`src/rtl/sram_arbiter.sv`:
```
`default_nettype none
// ============================================================================
// Module      : sram_arbiter
// Description : Arbitrates NumReq requesters onto a single SRAM port and
//               routes read responses back in order.
//               - Combinational arbitration with no added grant latency.
//               - Round-robin priority by default. When SRAM_ARB_FIXED_PRIO_EN
//                 is defined, the lowest eligible index wins instead.
//               - An in-order ID FIFO with depth Outstanding records which
//                 requester owns each accepted read.
//               - Reads are blocked while that FIFO is full. Writes still
//                 pass.
//               - spurious_o is a sticky flag. It records any SRAM response
//                 that arrives while no read is tracked.
// Ports       : clk_i, rst_ni (sync, active-low)
//               req_i/gnt_o/we_i/addr_i/wdata_i/wmask_i : requester side
//               rdata_o/rvalid_o/rerror_o                : response side
//               sram_*                                   : SRAM side
//               spurious_o                               : sticky error flag
// Config      : `define SRAM_ARB_FIXED_PRIO_EN for fixed-priority arbitration
// Revision    : 1.0 - initial release
// ============================================================================
module sram_arbiter #(
    parameter int NumReq      = 2,
    parameter int SramAw      = 12,
    parameter int SramDw      = 32,
    parameter int Outstanding = 2
) (
    input  logic                       clk_i,
    input  logic                       rst_ni,
    input  logic [NumReq-1:0]          req_i,
    output logic [NumReq-1:0]          gnt_o,
    input  logic [NumReq-1:0]          we_i,
    input  logic [NumReq*SramAw-1:0]   addr_i,
    input  logic [NumReq*SramDw-1:0]   wdata_i,
    input  logic [NumReq*SramDw-1:0]   wmask_i,
    output logic [SramDw-1:0]          rdata_o,
    output logic [NumReq-1:0]          rvalid_o,
    output logic [NumReq*2-1:0]        rerror_o,
    output logic                       sram_req_o,
    input  logic                       sram_gnt_i,
    output logic                       sram_we_o,
    output logic [SramAw-1:0]          sram_addr_o,
    output logic [SramDw-1:0]          sram_wdata_o,
    output logic [SramDw-1:0]          sram_wmask_o,
    input  logic [SramDw-1:0]          sram_rdata_i,
    input  logic                       sram_rvalid_i,
    input  logic [1:0]                 sram_rerror_i,
    output logic                       spurious_o
);

    localparam int IDX_W = (NumReq > 1) ? $clog2(NumReq) : 1;
    localparam int PTR_W = (Outstanding > 1) ? $clog2(Outstanding) : 1;
    localparam int CNT_W = $clog2(Outstanding + 1);

    // ------------------------------------------------------------------
    // State
    // ------------------------------------------------------------------
    logic [IDX_W-1:0] ptr_q, ptr_d;
    logic [IDX_W-1:0] fifo_id_q [Outstanding];
    logic [PTR_W-1:0] fifo_rd_q, fifo_rd_d;
    logic [PTR_W-1:0] fifo_wr_q, fifo_wr_d;
    logic [CNT_W-1:0] fifo_cnt_q, fifo_cnt_d;
    logic             spurious_q, spurious_d;

    // ------------------------------------------------------------------
    // Combinational signals
    // ------------------------------------------------------------------
    logic              fifo_full;
    logic              fifo_empty;
    logic [NumReq-1:0] eligible;
    logic              win_found;
    logic [IDX_W-1:0]  win_idx;
    logic              accept;
    logic              push;
    logic              pop;
    logic [IDX_W-1:0]  head_id;

    assign fifo_full  = (fifo_cnt_q == CNT_W'(Outstanding));
    assign fifo_empty = (fifo_cnt_q == '0);

    // Reads need a free FIFO slot to be eligible. Writes never occupy a slot.
    assign eligible = req_i & (we_i | {NumReq{~fifo_full}});

    // Cyclic search upward from ptr_q. In fixed-priority mode ptr_q stays
    // at 0, so the same search returns the lowest eligible index.
    always_comb begin
        int idx;
        win_found = 1'b0;
        win_idx   = '0;
        idx       = 0;
        for (int k = 0; k < NumReq; k++) begin
            idx = (int'(ptr_q) + k) % NumReq;
            if (!win_found && eligible[IDX_W'(idx)]) begin
                win_found = 1'b1;
                win_idx   = IDX_W'(idx);
            end
        end
    end

    assign accept  = win_found & sram_gnt_i;
    assign push    = accept & ~we_i[win_idx];
    assign pop     = sram_rvalid_i & ~fifo_empty;
    assign head_id = fifo_id_q[fifo_rd_q];

    // Winner's fields to the SRAM. All fields are zero when nothing wins.
    always_comb begin
        sram_req_o   = win_found;
        sram_we_o    = 1'b0;
        sram_addr_o  = '0;
        sram_wdata_o = '0;
        sram_wmask_o = '0;
        gnt_o        = '0;
        if (win_found) begin
            sram_we_o      = we_i[win_idx];
            sram_addr_o    = addr_i[win_idx*SramAw +: SramAw];
            sram_wdata_o   = wdata_i[win_idx*SramDw +: SramDw];
            sram_wmask_o   = wmask_i[win_idx*SramDw +: SramDw];
            gnt_o[win_idx] = sram_gnt_i;
        end
    end

    // Route the response to the requester at the FIFO head.
    always_comb begin
        rvalid_o = '0;
        rerror_o = '0;
        if (pop) begin
            rvalid_o[head_id]          = 1'b1;
            rerror_o[head_id*2 +: 2]   = sram_rerror_i;
        end
    end

    assign rdata_o    = sram_rvalid_i ? sram_rdata_i : '0;
    assign spurious_o = spurious_q;

    // ------------------------------------------------------------------
    // Next-state logic
    // ------------------------------------------------------------------
    always_comb begin
        ptr_d = ptr_q;
`ifdef SRAM_ARB_FIXED_PRIO_EN
        ptr_d = '0;
`else
        if (accept) begin
            ptr_d = (win_idx == IDX_W'(NumReq - 1)) ? '0 : win_idx + 1'b1;
        end
`endif

        fifo_wr_d = fifo_wr_q;
        if (push) begin
            fifo_wr_d = (fifo_wr_q == PTR_W'(Outstanding - 1)) ? '0 : fifo_wr_q + 1'b1;
        end

        fifo_rd_d = fifo_rd_q;
        if (pop) begin
            fifo_rd_d = (fifo_rd_q == PTR_W'(Outstanding - 1)) ? '0 : fifo_rd_q + 1'b1;
        end

        // A simultaneous push and pop leaves the count unchanged.
        fifo_cnt_d = fifo_cnt_q;
        if (push && !pop) begin
            fifo_cnt_d = fifo_cnt_q + 1'b1;
        end else if (pop && !push) begin
            fifo_cnt_d = fifo_cnt_q - 1'b1;
        end

        spurious_d = spurious_q | (sram_rvalid_i & fifo_empty);
    end

    // ------------------------------------------------------------------
    // Registers
    // ------------------------------------------------------------------
    always_ff @(posedge clk_i) begin
        if (!rst_ni) begin
            ptr_q      <= '0;
            fifo_rd_q  <= '0;
            fifo_wr_q  <= '0;
            fifo_cnt_q <= '0;
            spurious_q <= 1'b0;
        end else begin
            ptr_q      <= ptr_d;
            fifo_rd_q  <= fifo_rd_d;
            fifo_wr_q  <= fifo_wr_d;
            fifo_cnt_q <= fifo_cnt_d;
            spurious_q <= spurious_d;
        end
    end

    // ID storage needs no reset. Entries are only read while the count
    // marks them valid.
    always_ff @(posedge clk_i) begin
        if (rst_ni && push) begin
            fifo_id_q[fifo_wr_q] <= win_idx;
        end
    end

endmodule
`default_nettype wire

```
`config.mk`:
```
export PLATFORM = sky130hd
export DESIGN_NAME = sram_arbiter
export DESIGN_NICKNAME = d
export VERILOG_FILES = /design/src/rtl/sram_arbiter.sv
export SDC_FILE = /design/constraint.sdc
export NUM_CORES = 1
export LEC_CHECK = 0
export BUFFER_PORTS_ARGS = -buffer_cell sky130_fd_sc_hd__buf_2
export CAP_MARGIN = 40
export CELL_PAD_IN_SITES_DETAIL_PLACEMENT = 2
export CELL_PAD_IN_SITES_GLOBAL_PLACEMENT = 2
export CORE_MARGIN = 3
export CORE_UTILIZATION = 11
export DETAILED_ROUTE_END_ITERATION = 8
export PLACE_DENSITY_LB_ADDON = 0.25
export SYNTH_ARGS = -nofsm -noshare
export SYNTH_HDL_FRONTEND = slang
export SYNTH_SLANG_ARGS = --single-unit
```
`constraint.sdc`:
```
create_clock -name clk_i -period 2.4 [get_ports clk_i]
set_input_delay 0.24 -clock clk_i [delete_from_list [all_inputs] [get_ports clk_i]]
set_output_delay 0.24 -clock clk_i [all_outputs]
set_load 0.1 [all_outputs]
```
**Yosys cells after proc, flatten, opt, wreduce, memory -nomap -nowiden**

Memory sizes are Yosys's and may differ from the RTL's. A register that Yosys moved wholly into a read port is not among the register bits.
Index checks and enable logic that the tools add are counted.

- Bits in registers: 6
- RAM bits: 2
- Bits of input ports: 194
- Memories: 1

Memories:

| memory | depth | bits a word | rd ports | clocked after Yosys merged registers in | wr ports | RTL line | RTL |
|---|---|---|---|---|---|---|---|
| fifo_id_q | 2 | 1 | 1 | 1 | 1 | 60 | `logic [IDX_W-1:0] fifo_id_q [Outstanding];` |

- Add/subtract/negate cells: 7
- $mul: 1
- Magnitude comparators: 6
- Eq/ne operators: 1
- Shifts and indexed selects: 5
- Mux-type cells: 31
- Bitwise gates (word level): 12
- Reduce and logical (&&, ||, !) cells: 11

Operators with widths:

| cell | count |
|---|---|
| $shiftx A64 B7 Y32 | 2 |
| $mux W32 | 3 |
| $neg A2 Y34 | 1 |
| $shift A2 B34 Y4 const A | 1 |
| $shiftx A2 B34 Y4 | 1 |
| $shiftx A24 B6 Y12 | 1 |
| $mux W1 | 20 |
| $mux W12 | 1 |
| $mux W2 | 4 |
| $logic_and A1 B1 Y1 | 6 |
| $lt A1 B3 Y1 const B | 2 |
| $and A1 B1 Y1 | 5 |
| $add A1 B1 Y1 const B | 4 |
| $and A4 B4 Y4 | 1 |
| $lt A1 B2 Y1 const B | 2 |
| $mux W4 | 1 |
| $logic_not A1 Y1 | 3 |
| $mul A1 B2 Y3 const B | 1 |
| $not A1 Y1 | 3 |
| $add A2 B1 Y2 const B | 1 |
| $and A2 B2 Y2 | 1 |
| $demux W1 S1 | 2 |
| $eq A2 B2 Y1 const B | 1 |
| $ge A1 B1 Y1 const B | 2 |
| 4 further kinds | 5 |

**Longest topological paths before layout**

- Depth after elaboration: 18
- Depth in mapped cells: 8
- Gate-level depth less buffers: 7

**Worst setup path after synthesis**

OpenSTA, ideal clock, no wires.

- Kind: register to output
- From: register fifo_cnt_q[0]
- To: output rerror_o[0]
- Arrival time: 2.853 ns
- Slack: -0.693 ns
- Stages on the path, launching flop included: 4
- Cells stage by stage: dfxtp_1 -> o21ai_1 -> nor2b_1 -> and2_1

- Longest elaborated chain between the ends: 4

Ends and longest elaborated chain:

| item | RTL line | RTL |
|---|---|---|
| from (decl) | 63 | `logic [CNT_W-1:0] fifo_cnt_q, fifo_cnt_d;` |
| from (signal assigned) | 184 | `fifo_cnt_q <= fifo_cnt_d;` |
| $logic_not A2 Y1 | 80 | `assign fifo_empty = (fifo_cnt_q == '0);` |
| $not A1 Y1 | 103 | `assign pop = sram_rvalid_i & ~fifo_empty;` |
| $and A1 B1 Y1 | 103 |  |
| $mux W4 | 127 | `if (pop) begin` |
| to (decl) | 39 | `output logic [NumReq*2-1:0] rerror_o,` |

No other way between the ends.

**Worst setup path in the final report**

- From: register ptr_q
- To: output gnt_o[1]

- Longest elaborated chain between the ends: 8
- Elaborated cells on any way between the ends: 10

Ends and longest elaborated chain:

| item | RTL line | RTL |
|---|---|---|
| from (decl) | 59 | `logic [IDX_W-1:0] ptr_q, ptr_d;` |
| from (signal assigned) | 181 | `ptr_q <= ptr_d;` |
| $add A1 B1 Y1 or $mux W1 (tied branches) | 93, 94 |  |
| $mux W1 (*) | 94 | `if (!win_found && eligible[IDX_W'(idx)]) begin` |
| $lt A1 B2 Y1 (implied by the code) or $ge A1 B1 Y1 (tied branches) | 119 | `gnt_o[win_idx] = sram_gnt_i;` |
| $logic_and A1 B1 Y1 (implied by the code) | 119 |  |
| $mux W1 (implied by the code) | 119 |  |
| $demux W1 S1 (*) | 119 |  |
| $and A2 B2 Y2 (no source line) (*) | -- |  |
| $mux W2 (*) | 114 | `if (win_found) begin` |
| to (decl) | 32 | `output logic [NumReq-1:0] gnt_o,` |

Every way passes the cells marked *; elsewhere a longest branch is shown, timed or not.

==> results.sh <==
export IMPL_vdd_drop_max_uv=351
export IMPL_dr_first_iter_drc_count=62
export IMPL_diode_insertion_count_for_antenna_repair=0
export IMPL_period_minus_slack_ns=2.09
export IMPL_area_growth_synth_to_final_pct=105
export IMPL_critPathLaunchType="flip-flop"
export IMPL_post_synthesis_instance_area_sq_mm=0.00183
export IMPL_synth_top_cells_by_area="mux2i_1, nor2_1, and2_1"
export IMPL_per_cell_routed_wire_length_um=15.0
export IMPL_critPathSlowestCell="dfxtp_4"
export IMPL_register_bit_count_reported_by_yosys=9
export IMPL_initial_core_util=0.114
export IMPL_yosys_warnings=0
export IMPL_rsz0062_at_grt="false"
export IMPL_filler_cell_count=1971
export IMPL_synthDistinctLibCells=30
export IMPL_highest_clock_rate_mhz=478
export IMPL_fin_nets=751
export IMPL_critical_path_cell_chain="buf_4, inv_1, nor2_1, buf_2"
export IMPL_cts_path_max_buffers=2
export IMPL_antenna_found_initial=0
export IMPL_place_port_buffers=311
export IMPL_finalSetupTns_ns=0
export IMPL_place_worst_setup_slack_ns=0.383
export IMPL_routabilityCongestion=0.708
export IMPL_grt_overflow=0
export IMPL_share_of_the_core_filled_with_cells=0.234
export IMPL_grt_start_max_net_pins=48
export IMPL_post_synth_inst_count=255
export IMPL_crit_arrival_ns=1.85
export IMPL_cts_buffers=3
export IMPL_post_cts_resized=0
export IMPL_synth_largest_area_cell="mux2i_1"
export IMPL_crit_fanout=25
export IMPL_timing_max_transition_violations_final=0
export IMPL_fin_worst_skew_ns=0.000489
export IMPL_crit_required_ns=2.16
export IMPL_detail_route_wirelength_mm=11.6
export IMPL_multi_input_gate_area_in_the_final_layout_sq_mm=0.00158
export IMPL_detailroute_via_count=2991
export IMPL_outcome="complete, no violations"
export IMPL_cts_root_buf="clkbuf_16"
export IMPL_clkSinkCount=9
export IMPL_post_synth_top_area_fraction=0.427
export IMPL_setup_viol=0
export IMPL_period_share=0.872
export IMPL_timing_hold_violations_final=0
export IMPL_post_route_worst_setup_slack_ns=0.307
export IMPL_first_global_vias=3350
export IMPL_syn_avg_cell_area_sq_um=7.17
export IMPL_globalRouteTotalUtil=0.114
export IMPL_slew_headroom=0.658
export IMPL_die_height_um=135
export IMPL_cp_slowest_stage_delay_ns=0.46
export IMPL_grt_pass1_wl_mm=16.9
export IMPL_postCtsSetupRepairBufs=0
export IMPL_critical_path_endpoint_type="output pin"
export IMPL_cp_num_buf_inv=3
export IMPL_regArea_sq_um=204
export IMPL_synth_seq_area_share=0.109
export IMPL_hpwl_mm=10.1
export IMPL_ctsHoldBuffers=0
export IMPL_die_x_um=135
export IMPL_placeableCoreArea_sq_mm=0.0161
export IMPL_drv_max_cap_violation_count=0
export IMPL_worst_slew_pin_transition_ns=0.517
export IMPL_power_per_cell_area_mw_per_mm2=790
export IMPL_cts_tree="yes"
export IMPL_cpLargestDelayFamily="buffers and inverters"
export IMPL_worst_hold_slack_across_all_endpoints_ns=0.306
export IMPL_h_tree_depth=1
export IMPL_worst_min_delay_path_category="input pin to flip-flop"
export IMPL_worstSetupPathType="flip-flop to output pin"
export IMPL_static_leakage_power_nw=2.04
export IMPL_drcViolationCount=0
export IMPL_firstDrtPassIters=4
export IMPL_clkSlewWorstSetupHoldPaths_ns=0.04
export IMPL_row_count=46
export IMPL_fp_dieArea_sq_mm=0.0182
export IMPL_design_portCount=313
export IMPL_skew_pair_late_insertion_delay_ns=0.24
export IMPL_drive_above_1_share=0.627
export IMPL_vias_per_cell=3.88
export IMPL_p_total_mw=2.97
export IMPL_synthesis_nets=450
export IMPL_drt_antenna_violating_nets=0
## cell usage in the layout, fill, tap and decap left out, types with 2 or more instances in the layout
| cell | count |
|---|---|
| mux2i_1 | 78 |
| buf_4 | 3 |
| nor2_2 | 20 |
| buf_12 | 2 |
| a21oi_1 | 2 |
| nor2_1 | 63 |
| edfxtp_1 | 2 |
| buf_2 | 311 |
| dfxtp_1 | 6 |
| clkbuf_16 | 3 |
| and2_1 | 39 |
| xnor2_1 | 2 |
| nand2_1 | 2 |
## final timing paths
kind,startpoint,end,slack (ns),depth (start not counted)
max,ptr_q$_SDFFE_PN0P_,gnt_o[1],0.31,4
max reg2reg,fifo_cnt_q[0]$_SDFFE_PN0P_,fifo_cnt_q[1]$_SDFFE_PN0P_,0.38,6
min reg2reg,spurious_o$_SDFF_PN0_,spurious_o$_SDFF_PN0_,0.48,2
min,rst_ni,ptr_q$_SDFFE_PN0P_,0.31,2
## routing by layer
metal | part of all wire | track usage | up-vias
met5 | 0 | 0 | -
met2 | 0.57 | 0.243 | 160
li1 | - | - | 1444
met3 | 0.099 | 0.0391 | 8
met1 | 0.32 | 0.103 | 1379
met4 | 0.011 | 0.0218 | 0
## per-stage QoR
step	area, sq um	cells
finish	3760	771
global route	3760	771
CTS	3760	771
detailed placement	3680	767
global placement	3680	767
floorplan	1890	255
## synth_stat cells, drive strengths merged
| cell type | count |
|---|---|
| nand2 | 2 |
| mux2i | 78 |
| dfxtp | 7 |
| clkbuf | 4 |
| nor2b | 2 |
| nor3 | 2 |
| buf | 16 |
| inv | 2 |
| a21oi | 2 |
| o211ai | 1 |
| xor2 | 1 |
| a21boi | 1 |
| xnor2 | 2 |
| and3 | 1 |
| a31oi | 1 |
| o21ba | 1 |
| nor2 | 83 |
| o21a | 1 |
| edfxtp | 2 |
| nand2b | 2 |
| ha | 1 |
| or3 | 1 |
| and2 | 39 |
| o21ai | 3 |
## cell families after synthesis
kind of cell | after synthesis | share of synthesized area
flip-flops | 9 | 0.109
AND/OR/NAND/NOR | 132 | 0.338
buffers and inverters | 22 | 0.0650
multiplexers | 78 | 0.427
AO/OA/AOI/OAI | 10 | 0.0397
XOR/XNOR | 3 | 0.0144
adder cells (fa/ha/maj) | 1 | 0.00684
## area by class of cell
type | instances | area share
clock buffers | 3 | 0.0200
inverters | 2 | 0.00200
repair buffers | 316 | 0.431
flip-flops and latches | 9 | 0.0543
multi-input cells | 224 | 0.419
well taps | 216 | 0.0720
clock inverters | 1 | 0.00133
## where the power goes
part,switching (mW),internal [mW]
Sequential,0.0442,0.194
Combinational,1.94,0.491
Clock,0.0775,0.220
Note: power is estimated with default switching activity, not from simulation.
